File: src/rtl/fir_ntap_stream_if.sv
// Stream, coefficient and control signals of the N-tap FIR filter.
// The DUT side connects through the slave modport, the sample source through master.
interface fir_ntap_stream_if #(
  parameter int NTAPS = 4,
  parameter int DW    = 8,
  parameter int CW    = 8,
  parameter int OUTW  = DW + CW + $clog2(NTAPS)
);
  localparam int AW = (NTAPS > 1) ? $clog2(NTAPS) : 1;

  logic            Xin_valid;
  logic            Xin_ready;
  logic [DW-1:0]   Xin;
  logic            Yout_valid;
  logic            Yout_ready;
  logic [OUTW-1:0] Yout;
  logic            Sat;
  logic            coef_we;
  logic [AW-1:0]   coef_addr;
  logic [CW-1:0]   coef_data;
  logic            coef_commit;
  logic            flush;

  modport master (
    output Xin_valid, Xin, Yout_ready, coef_we, coef_addr, coef_data, coef_commit, flush,
    input  Xin_ready, Yout_valid, Yout, Sat
  );

  modport slave (
    input  Xin_valid, Xin, Yout_ready, coef_we, coef_addr, coef_data, coef_commit, flush,
    output Xin_ready, Yout_valid, Yout, Sat
  );
endinterface

File: src/rtl/fir_ntap_stream.sv
// Signed direct-form FIR, NTAPS taps, valid/ready streaming with a one-cycle
// registered output. Coefficients are double-buffered: per-tap writes go to a
// shadow bank, coef_commit copies the whole shadow bank into the active bank.
// Full-precision accumulate, then optional round-half-up shift and saturation.
module fir_ntap_stream #(
  parameter int NTAPS     = 4,
  parameter int DW        = 8,
  parameter int CW        = 8,
  parameter int ACCW      = DW + CW + $clog2(NTAPS),
  parameter int OUT_SHIFT = 0,
  parameter int OUTW      = ACCW
) (
  input logic                Clk,
  input logic                Rst_n,
  fir_ntap_stream_if.slave   bus
);
  localparam int PW = DW + CW;

  localparam logic [ACCW:0]        ONE_SH = (ACCW + 1)'(1) << OUT_SHIFT;
  localparam logic signed [ACCW:0] HALF   = $signed(ONE_SH >> 1);
  localparam logic signed [ACCW:0] MAXV   = $signed({{(ACCW + 2 - OUTW){1'b0}}, {(OUTW - 1){1'b1}}});
  localparam logic signed [ACCW:0] MINV   = ~MAXV;
  localparam logic [OUTW-1:0]      YMAX   = {1'b0, {(OUTW - 1){1'b1}}};
  localparam logic [OUTW-1:0]      YMIN   = {1'b1, {(OUTW - 1){1'b0}}};

  logic signed [DW-1:0] hist        [NTAPS-1];
  logic signed [CW-1:0] shadow      [NTAPS];
  logic signed [CW-1:0] shadow_next [NTAPS];
  logic signed [CW-1:0] active      [NTAPS];

  logic                   xin_ready;
  logic                   accept;
  logic signed [ACCW-1:0] acc;
  logic signed [ACCW:0]   rnd;
  logic signed [ACCW:0]   r;
  logic [OUTW-1:0]        y_next;
  logic                   sat_next;
  logic                   yout_valid_q;
  logic [OUTW-1:0]        yout_q;
  logic                   sat_q;

  function automatic logic signed [PW-1:0] mul(input logic signed [DW-1:0] x,
                                               input logic signed [CW-1:0] c);
    return PW'(x) * PW'(c);
  endfunction

  assign xin_ready      = ~bus.flush & (~yout_valid_q | bus.Yout_ready);
  assign accept         = bus.Xin_valid & xin_ready;
  assign bus.Xin_ready  = xin_ready;
  assign bus.Yout_valid = yout_valid_q;
  assign bus.Yout       = yout_q;
  assign bus.Sat        = sat_q;

  // Shadow bank after this cycle's write, so a same-cycle commit sees the write.
  always_comb begin
    shadow_next = shadow;
    if (bus.coef_we && (int'(bus.coef_addr) < NTAPS))
      shadow_next[bus.coef_addr] = $signed(bus.coef_data);
  end

  // Full-precision dot product of incoming sample + history with the active bank.
  always_comb begin
    acc = ACCW'(mul($signed(bus.Xin), active[0]));
    for (int unsigned k = 1; k < NTAPS; k++)
      acc = acc + ACCW'(mul(hist[k-1], active[k]));
  end

  // Round half up, arithmetic shift, then clamp into the output range.
  always_comb begin
    rnd      = (ACCW + 1)'(acc) + HALF;
    r        = rnd >>> OUT_SHIFT;
    y_next   = r[OUTW-1:0];
    sat_next = 1'b0;
    if (r > MAXV) begin
      y_next   = YMAX;
      sat_next = 1'b1;
    end else if (r < MINV) begin
      y_next   = YMIN;
      sat_next = 1'b1;
    end
  end

  // Coefficient banks: shadow takes writes, active loads the whole shadow on commit.
  always_ff @(posedge Clk or negedge Rst_n) begin
    if (!Rst_n) begin
      shadow <= '{default: '0};
      active <= '{default: '0};
    end else begin
      shadow <= shadow_next;
      if (bus.coef_commit)
        active <= shadow_next;
    end
  end

  // Sample history: cleared by flush, shifted on every accepted sample.
  always_ff @(posedge Clk or negedge Rst_n) begin
    if (!Rst_n) begin
      hist <= '{default: '0};
    end else if (bus.flush) begin
      hist <= '{default: '0};
    end else if (accept) begin
      hist[0] <= $signed(bus.Xin);
      for (int unsigned k = 1; k < NTAPS - 1; k++)
        hist[k] <= hist[k-1];
    end
  end

  // Output register: loads on accept, drops valid on a transfer with no new sample.
  always_ff @(posedge Clk or negedge Rst_n) begin
    if (!Rst_n) begin
      yout_valid_q <= 1'b0;
      yout_q       <= '0;
      sat_q        <= 1'b0;
    end else if (accept) begin
      yout_valid_q <= 1'b1;
      yout_q       <= y_next;
      sat_q        <= sat_next;
    end else if (yout_valid_q && bus.Yout_ready) begin
      yout_valid_q <= 1'b0;
    end
  end
endmodule
File: src/flat_wrapper.sv
// flat-port wrapper written by rule: the top's interface ports become plain ports
module fir_ntap_stream_flat 
#(
  parameter int NTAPS     = 4,
  parameter int DW        = 8,
  parameter int CW        = 8,
  parameter int ACCW      = DW + CW + $clog2(NTAPS),
  parameter int OUT_SHIFT = 0,
  parameter int OUTW      = ACCW
)
  (Clk, Rst_n, bus_Xin_valid, bus_Xin, bus_Yout_ready, bus_coef_we, bus_coef_addr, bus_coef_data, bus_coef_commit, bus_flush, bus_Xin_ready, bus_Yout_valid, bus_Yout, bus_Sat);
  fir_ntap_stream_if #(.NTAPS(NTAPS), .DW(DW), .CW(CW), .OUTW(OUTW)) bus_i ();
  input logic Clk;
  input logic Rst_n;
  input wire logic [$bits(bus_i.Xin_valid)-1:0] bus_Xin_valid;
  input wire logic [$bits(bus_i.Xin)-1:0] bus_Xin;
  input wire logic [$bits(bus_i.Yout_ready)-1:0] bus_Yout_ready;
  input wire logic [$bits(bus_i.coef_we)-1:0] bus_coef_we;
  input wire logic [$bits(bus_i.coef_addr)-1:0] bus_coef_addr;
  input wire logic [$bits(bus_i.coef_data)-1:0] bus_coef_data;
  input wire logic [$bits(bus_i.coef_commit)-1:0] bus_coef_commit;
  input wire logic [$bits(bus_i.flush)-1:0] bus_flush;
  output wire logic [$bits(bus_i.Xin_ready)-1:0] bus_Xin_ready;
  output wire logic [$bits(bus_i.Yout_valid)-1:0] bus_Yout_valid;
  output wire logic [$bits(bus_i.Yout)-1:0] bus_Yout;
  output wire logic [$bits(bus_i.Sat)-1:0] bus_Sat;
  assign bus_i.Xin_valid = bus_Xin_valid;
  assign bus_i.Xin = bus_Xin;
  assign bus_i.Yout_ready = bus_Yout_ready;
  assign bus_i.coef_we = bus_coef_we;
  assign bus_i.coef_addr = bus_coef_addr;
  assign bus_i.coef_data = bus_coef_data;
  assign bus_i.coef_commit = bus_coef_commit;
  assign bus_i.flush = bus_flush;
  assign bus_Xin_ready = bus_i.Xin_ready;
  assign bus_Yout_valid = bus_i.Yout_valid;
  assign bus_Yout = bus_i.Yout;
  assign bus_Sat = bus_i.Sat;
  fir_ntap_stream #(.NTAPS(NTAPS), .DW(DW), .CW(CW), .ACCW(ACCW), .OUT_SHIFT(OUT_SHIFT), .OUTW(OUTW)) u_core (.Clk(Clk), .Rst_n(Rst_n), .bus(bus_i));
endmodule
File: config.mk
export PLATFORM = sky130hd
export DESIGN_NAME = fir_ntap_stream_flat
export DESIGN_NICKNAME = d
export VERILOG_FILES = /design/src/rtl/fir_ntap_stream_if.sv /design/src/rtl/fir_ntap_stream.sv /design/src/flat_wrapper.sv
export SDC_FILE = /design/constraint.sdc
export NUM_CORES = 1
export LEC_CHECK = 0
export BUFFER_PORTS_ARGS = -buffer_cell sky130_fd_sc_hd__buf_2
export CAP_MARGIN = 0
export CORE_MARGIN = 1.5
export CORE_UTILIZATION = 60
export CTS_BUF_LIST = sky130_fd_sc_hd__clkbuf_16
export CTS_CLUSTER_SIZE = 12
export DETAILED_ROUTE_END_ITERATION = 12
export MAX_ROUTING_LAYER = met4
export PLACE_DENSITY = 0.76
export SLEW_MARGIN = 20
export SYNTH_ARGS = -nofsm -noshare
export SYNTH_HDL_FRONTEND = slang
export SYNTH_SLANG_ARGS = --single-unit
File: constraint.sdc
create_clock -name Clk -period 10.1 [get_ports Clk]
set_clock_uncertainty 0.2 [all_clocks]
set_input_delay 0.505 -clock Clk [delete_from_list [all_inputs] [get_ports Clk]]
set_output_delay 0.505 -clock Clk [all_outputs]
set_load 0.01 [all_outputs]
# Yosys cells after proc, flatten, opt, wreduce, memory -nomap -nowiden
# Index checks and enable logic that the tools add are counted.
# W data, S select, Z words.
[totals]
regBits = 108
word_cells = 47
[classes]
addsub = 3
multipliers = 4
magnitude_cmp = 4
mux = 12
bitwise = 6
reduce_logical = 4
[op_table]
columns = ["operator", "count"]
rows = [
  ["$mul A8 B8 Y16", 4],
  ["$mux W24", 2],
  ["$mux W18", 2],
  ["$bwmux W32", 1],
  ["$mux W32", 1],
  ["$add A17 B16 Y18", 1],
  ["$add A18 B16 Y18", 1],
  ["$gt A18 B18 Y1 const B", 1],
  ["$lt A18 B18 Y1 const B", 1],
  ["$add A16 B16 Y17", 1],
  ["$demux W8 S2", 1],
  ["$mux W8", 1],
  ["$mux W1", 4],
  ["$reduce_bool A2 Y1", 2],
  ["$ge A3 B3 Y1 const B", 1],
  ["$lt A3 B1 Y1 const B", 1],
  ["$not A2 Y3", 1],
  ["$and A1 B1 Y1", 2],
  ["$logic_and A1 B1 Y1", 2],
  ["$not A1 Y1", 2],
  ["$or A1 B1 Y1", 1],
]

# Depth between registers and ports, before layout
# Gate-level depths: netlist of run 1.
[depth]
depth_word = 7
mapped_depth = 26
ltp_nobuf = 25

# Worst setup path before layout of run 1
# No wires, ideal clock.
[synth_timing]
path_type = "register -> register"
start = "register u_core.hist[23] in the netlist's numbering"
end = "register u_core.yout_q[14] (netlist: u_core.bus.Yout[14])"
setup_time_ns = 0.134
t_arrival_ns = 6.319
required_time_ns = 9.766
setup_slack_ns = 3.446
path_stages_with_launch = 22
synth_period_minus_slack_ns = 6.654
path_cell_list = "dfrtp_1 > clkbuf_1 > and2_1 > inv_1 > fa_1 > fa_1 > inv_1 > fa_1 > fa_1 > fa_1 > fa_1 > fa_1 > inv_1 > fa_1 > inv_1 > ha_1 > nor4_1 > o21ai_2 > a2111oi_2 > o31ai_1 > xnor2_1 > o21ai_0"
[synth_between]
elab_chain_len = 7
[synth_lines]
columns = ["item", "line", "rtl"]
rows = [
  ["start: declaration", "fir_ntap_stream.sv:26", "logic signed [DW-1:0] hist [NTAPS-1];"],
  ["start signal: indexed assignment", "fir_ntap_stream.sv:104", "hist[k] <= hist[k-1];"],
  ["$mul A8 B8 Y16 *", "fir_ntap_stream.sv:44", "return PW'(x) * PW'(c);"],
  ["$add A16 B16 Y17 *", "fir_ntap_stream.sv:65", "acc = acc + ACCW'(mul(hist[k-1], active[k]));"],
  ["$add A17 B16 Y18 *", "fir_ntap_stream.sv:65", ""],
  ["$add A18 B16 Y18 *", "fir_ntap_stream.sv:65", ""],
  ["$lt A18 B18 Y1", "fir_ntap_stream.sv:77", "end else if (r < MINV) begin"],
  ["$mux W18", "fir_ntap_stream.sv:77", ""],
  ["$mux W18 *", "fir_ntap_stream.sv:74", "if (r > MAXV) begin"],
  ["end signal: assignment", "fir_ntap_stream.sv:116", "yout_q <= y_next;"],
  ["end: declaration", "fir_ntap_stream.sv:39", "logic [OUTW-1:0] yout_q;"],
]
# Mark *: on every way between the ends. The rest lies on a longest branch, timed or not.
# A chain may end at the register's enable or synchronous reset.

# Worst setup path after layout of run 1
[layout_timing]
start = "register u_core.hist[7] in the netlist's numbering"
end = "register u_core.yout_q[15] (netlist: u_core.bus.Yout[15])"
[layout_between]
elab_chain_len = 5
[layout_lines]
columns = ["item", "line"]
rows = [
  ["$mul A8 B8 Y16 *", "fir_ntap_stream.sv:44"],
  ["$add A18 B16 Y18 *", "fir_ntap_stream.sv:65"],
  ["$lt A18 B18 Y1", "fir_ntap_stream.sv:77"],
  ["$mux W18", "fir_ntap_stream.sv:77"],
  ["$mux W18 *", "fir_ntap_stream.sv:74"],
]
# Marked as above.

==> flow_metrics.tcl, run 1 <==
set metrics [dict create \
    diodes 0 \
    cts_tree "done" \
    grt_pass1_wl_um 57600 \
    drt_wl_total_um 34700 \
    crit_top_cell "fa_1" \
    place_hpwl_um 28000 \
    dieArea_mm2 0.0261 \
    worstPathArrival_ps 7300 \
    cts.sinks 108 \
    ios 46 \
    max_stage_delay_ps 690 \
    setup_tns_ps 0 \
    path_clk_slew_ps 100 \
    hold_viol_final 0 \
    post_drt_wl_per_cell_um 19.2 \
    via_per_inst 5.44 \
    drc 0 \
    path_buf_inv 5 \
    drive_gt1_share_pct 8.78 \
    syn_to_final_growth_pct 5.21 \
    r2r_slack_ps 2830 \
    rsz0062_at_grt "false" \
    grt_start_max_net_pins 69 \
    critical_path_class "reg -> reg" \
    period_needed_ps 7270 \
    clock-root-buffer "clkbuf_16" \
    clock_path_buffers 2 \
    maxSlewHeadroom_pct 44.3 \
    synthesis.area_mm2 0.0151 \
    required_ps 10130 \
    startpoint_type "flop" \
    initial_core_util_pct 61.5 \
    grt_usage_pct 30.1 \
    ys_seq_area_share_pct 17.9 \
    min_period_over_period_pct 71.9 \
    slew_violations 0 \
    finalNetCount 1915 \
    rr_worst_depth 21 \
    hold_end "u_core.bus.Yout_valid$_DFFE_PN0P_" \
    path_cells "nand2_1, inv_1, fa_1, inv_1, fa_1, fa_1, inv_1, fa_1, fa_1, fa_1, fa_1, inv_1, fa_1, inv_1, ha_1, and4_1, a21oi_1, nand2_1, a41oi_1, xor2_1, o21ai_0" \
    ant_nets 0 \
    min-delay-start "bus_Yout_ready" \
    post_cts_resized 0 \
    cts_setup_buffers 0 \
    worst_pin_slew_ps 836 \
    finalSetupViolCount 0 \
    ys_types 38 \
    cp_top_family "adder cells" \
    clk_latency_ps 380 \
    min_path_cells 3 \
    synth_fp_nets 1901 \
    maxCapViolCount 0 \
    antenna_found_initial 0 \
    cpMaxStageDelayCell "fa_1" \
    fmax_mhz 138 \
    core_area_mm2 0.0245 \
    r2r-start "u_core.hist[7]$_DFFE_PN0P_" \
    cts_buffers 9 \
    min_path_type "in -> reg" \
    drt_iter0_drc 624 \
    rows 57 \
    postSynthAreaPerCell_um2 10.3 \
    vias 9818 \
    die_x_um 162 \
    ys_seq_elements 108 \
    yosysWarnings 0 \
    portBuffers 45 \
    outcome "completed" \
    overflow 0 \
    syn_inst 1461 \
    critPathMaxFanout 9 \
    timing.rr.end "u_core.bus.Yout[15]$_DFFE_PN0P_" \
    firstDrtPassIters 5 \
    die_y_um 162 \
    htree_levels 3 \
    end_kind "flop" \
    cts_hold_buf 1 \
    grt_pass1_vias 10900 \
    gp_congestion 0.903 \
]
## cells in the mapped netlist
library cell | count | area (um^2)
xnor2_1 | 20 | 175
buf_2 | 3 | 15.0
nand3_1 | 2 | 10.0
o21ai_1 | 1 | 5.00
a21o_1 | 4 | 30.0
nand3b_1 | 26 | 195
o21bai_1 | 1 | 7.51
buf_1 | 1 | 3.75
o21a_1 | 2 | 15.0
a31oi_1 | 1 | 6.26
or2_2 | 1 | 6.26
a21oi_1 | 7 | 35.0
xor2_1 | 8 | 70.1
nor4_1 | 1 | 6.26
a41oi_1 | 2 | 17.5
nor2b_1 | 9 | 56.3
and4_1 | 1 | 8.76
nand2b_1 | 14 | 87.6
and2_1 | 144 | 901
dfrtp_1 | 108 | 2700
mux2_2 | 62 | 698
a21boi_0 | 1 | 7.51
fa_1 | 318 | 6370
a211oi_1 | 3 | 22.5
nand4_1 | 4 | 25.0
o31ai_1 | 4 | 30.0
clkbuf_1 | 41 | 154
o21ai_2 | 1 | 8.76
inv_1 | 369 | 1390
nand4b_1 | 1 | 8.76
nor2_1 | 13 | 48.8
nor3_1 | 1 | 5.00
ha_1 | 97 | 1210
o21ai_0 | 21 | 105
nand2_1 | 166 | 623
a21oi_2 | 1 | 8.76
nor3b_2 | 1 | 12.5
a2111oi_2 | 1 | 15.0
## metrics by stage
stage                     area, um^2  util [%]  instances  setup WS (ps)  hold WS (ps)
after global routing           15900      64.7       1804           2570           229
after global placement         15600      63.5       1787           2990           255
final                          15900      64.7       1804           2830           228
after CTS                      15900      64.7       1804           2860           222
after floorplan                15100         -       1461           3450          9.41
after detailed placement       15600      63.5       1787           2880           257
## worst min-delay path, cell delays in order
cell and delay (ps):
buf_2 100, inv_1 60, a21o_1 110
## logic make-up (layout without fill, tap and decap cells)
kind of cell	after synthesis	count (layout)	share of synthesized area [%]
fa+ha+maj	415	415	50.2
simple gates	384	384	13.2
buf+inv	414	433	10.3
compound gates	50	50	2.08
flops	108	108	17.9
xor+xnor	28	28	1.62
mux	62	62	4.63
## per-layer routing
metal | wire length [um] | track usage (%) | share of wire, %
met4 | 1000 | 9.05 | 2.9
met3 | 2430 | 5.06 | 7.0
met5 | 0 | - | 0
met2 | 17100 | 49.4 | 49
met1 | 14100 | 38.7 | 41
## layout by cell type (no fill, tap or decap), drive strengths merged, types with 4 or more instances in the layout
cell type and count:
ha 97, mux2 62, xnor2 20, o21ai 23, fa 318, nand4 4, xor2 8, nor2 13
o31ai 4, a21oi 8, nor2b 9, nand3b 26, dfrtp 108, clkbuf 9, nand2 166, buf 47
a21o 4, inv 372, and2 144, nand2b 14
## flip-flops by register name, indices dropped and copies added, names as in the netlist
register,count
u_core.bus.Yout,18
u_core.active,32
u_core.bus.Sat,1
u_core.shadow,32
u_core.bus.Yout_valid,1
u_core.hist,24
## final cells by class
cell class              instances  area, um^2
multi-input cells             939       10800
fillers                      1924        8660
flip-flops and latches        108        2700
inverters                     369        1390
well taps                     324         405
repair buffers                 48         253
clock buffers                   9         225
clock inverters                 7        67.6
## worst max path at each step
stage / start / endpoint / slack (ps) / cells past startpoint
after floorplan: u_core.hist[23]$_DFFE_PN0P_ / u_core.bus.Yout[14]$_DFFE_PN0P_ / 3450 / 21
after global placement: u_core.hist[7]$_DFFE_PN0P_ / u_core.bus.Yout[15]$_DFFE_PN0P_ / 2990 / 21
after detailed placement: u_core.active[9]$_DFFE_PN0P_ / u_core.bus.Yout[17]$_DFFE_PN0P_ / 2880 / 22
after CTS: u_core.active[9]$_DFFE_PN0P_ / u_core.bus.Yout[17]$_DFFE_PN0P_ / 2860 / 22
after global routing: u_core.active[9]$_DFFE_PN0P_ / u_core.bus.Yout[17]$_DFFE_PN0P_ / 2570 / 22
final: u_core.hist[7]$_DFFE_PN0P_ / u_core.bus.Yout[15]$_DFFE_PN0P_ / 2830 / 21
Power of run 1 is left out: the tool's default activity adds up to more than one toggle a clock period on the data nets, which glitch-free logic cannot reach.
==> inputs of run 2 (changes only) <==
==> constraint.sdc (replaced) <==
create_clock -name Clk -period 7.19 [get_ports Clk]
set_clock_uncertainty 0.2 [all_clocks]
set_input_delay 0.3595 -clock Clk [delete_from_list [all_inputs] [get_ports Clk]]
set_output_delay 0.3595 -clock Clk [all_outputs]
set_load 0.01 [all_outputs]
==> flow_metrics.tcl, run 2 (same netlist as run 1, synthesis figures left out) <==
set metrics [dict create \
    outcome "completed" \
    met3_length_um 2360 \
    top_regs "u_core.active (32), u_core.shadow (32), u_core.hist (24)" \
    syn_to_final_growth_pct 6.87 \
    finalSetupViolCount 0 \
    die_y_um 162 \
    cts.sinks 108 \
    cpMaxStageDelayCell "fa_2" \
    maxCapViolCount 0 \
    stdcell_count 1829 \
    clock-root-buffer "clkbuf_16" \
    top_layer_used "met4" \
    hold_viol_final 0 \
    fmax_mhz 145 \
    clk_latency_ps 370 \
    fillers 1939 \
    final_common_cell "inv_1" \
    crit_top_cell "fa_1" \
    required_ps 7220 \
    via_per_inst 5.38 \
    htree_levels 3 \
    core_area_mm2 0.0245 \
    vias 9837 \
    initial_core_util_pct 61.5 \
    dp.cells 1806 \
    fin_ws_ps 274 \
    final_cell_mix "369 x inv_1, 316 x fa_1, 164 x nand2_1" \
    gp_congestion 0.925 \
    final-seq-area_mm2 0.00271 \
    ant_nets 0 \
    end_kind "flop" \
    slew_violations 0 \
    setup_tns_ps 0 \
    startpoint_type "flop" \
    overflow 0 \
    min_period_over_period_pct 96.2 \
    maxSlewHeadroom_pct 39.8 \
    rsz0062_at_grt "false" \
    dieArea_mm2 0.0261 \
    grt_pass1_vias 11200 \
    worst_pin_slew_ps 902 \
    multi_input_area_mm2 0.0109 \
    clock_path_buffers 2 \
    min_path_type "in -> reg" \
    critical_path_class "reg -> reg" \
    grt_start_max_net_pins 70 \
    drive_gt1_share_pct 11.5 \
    period_needed_ps 6920 \
    rows 57 \
    cts_buffers 9 \
    finalNetCount 1940 \
    path_cells "and2_1, fa_2, inv_1, fa_1, fa_1, inv_1, fa_1, fa_1, fa_1, fa_1, inv_1, fa_1, inv_1, ha_2, a21o_1, a31oi_1, nand2_1, a41oi_1, xor2_1, o21ai_0" \
    drt_iter0_drc 551 \
    die_x_um 162 \
    grt_pass1_wl_um 59200 \
    grt_usage_pct 30.9 \
    max_stage_delay_ps 650 \
    firstDrtPassIters 4 \
    place_hpwl_um 29500 \
    drc 0 \
    critPathMaxFanout 9 \
    met1_length_um 15000 \
    post_drt_wl_per_cell_um 19.7 \
    antenna_found_initial 0 \
    dr_wl_met2_um 17400 \
    portBuffers 45 \
    cts_tree "done" \
    place_ws_ps 81.3 \
    path_clk_slew_ps 90 \
    worstPathArrival_ps 6940 \
    diodes 0 \
    drt_wl_total_um 35900 \
    ios 46 \
]
run 2: cell count changes in the layout (fill, tap and decap cells not counted), sizes merged:
cell,change
buf,+25
inv,+2
clkinv,-1
clkinvlp,-1
run 2: path summary, 6_finish.rpt:
| path | startpoint | end | slack [ps] | depth (start not counted) |
|---|---|---|---|---|
| max reg2reg | u_core.hist[7]$_DFFE_PN0P_ | u_core.bus.Yout[15]$_DFFE_PN0P_ | 270 | 20 |
| max | u_core.hist[7]$_DFFE_PN0P_ | u_core.bus.Yout[15]$_DFFE_PN0P_ | 270 | 20 |
| min in group asynchronous | Rst_n | u_core.hist[9]$_DFFE_PN0P_ | 320 | 2 |
| max in group asynchronous | Rst_n | u_core.hist[7]$_DFFE_PN0P_ | 5100 | 3 |
| min reg2reg | u_core.bus.Yout[13]$_DFFE_PN0P_ | u_core.bus.Yout[13]$_DFFE_PN0P_ | 270 | 2 |
| min | bus_Yout_ready | u_core.bus.Yout_valid$_DFFE_PN0P_ | 90 | 3 |
run 2: layer usage:
layer  vias up  track usage [%]
li1       4338                -
met1      5072             39.5
met2       349             49.9
met3        78             5.65
met4         0             11.0
met5         -                -
run 2: critical path: cells and delay by family, from the launching register on:
kind                     cells  cell delay [ps]
buffers and inverters        4              260
adder cells (fa/ha/maj)      9             4540
AND/OR/NAND/NOR              2              320
AO/OA/AOI/OAI                4              790
XOR/XNOR                     1              160
flip-flops                   1              490
run 2: per-stage QoR:
stage / instance area (um^2) / util, % / hold WS, ps
global placement: 15700 / 64.0 / 190
floorplan: 15100 / - / -136
CTS: 16000 / 65.3 / 83.5
finish: 16100 / 65.7 / 86.3
detailed placement: 15700 / 64.0 / 189
global route: 16100 / 65.7 / 95.5
run 2: area by class of cell:
cell class,count,share of cell area (%)
Clock inverter,7,0.504
Inverter,369,8.59
Clock buffer,9,1.40
Sequential cell,108,16.8
Tap cell,324,2.51
Multi-Input combinational cell,939,67.5
Timing Repair Buffer,73,2.72
run 2: what timing repair did:
item                       CTS  global route
buffers inserted             0             6
setup endpoints to repair    0             7
resized for setup            0            19
hold endpoints to repair    39             0
hold buffers                 1             0
Power of run 2 is left out for the same reason.
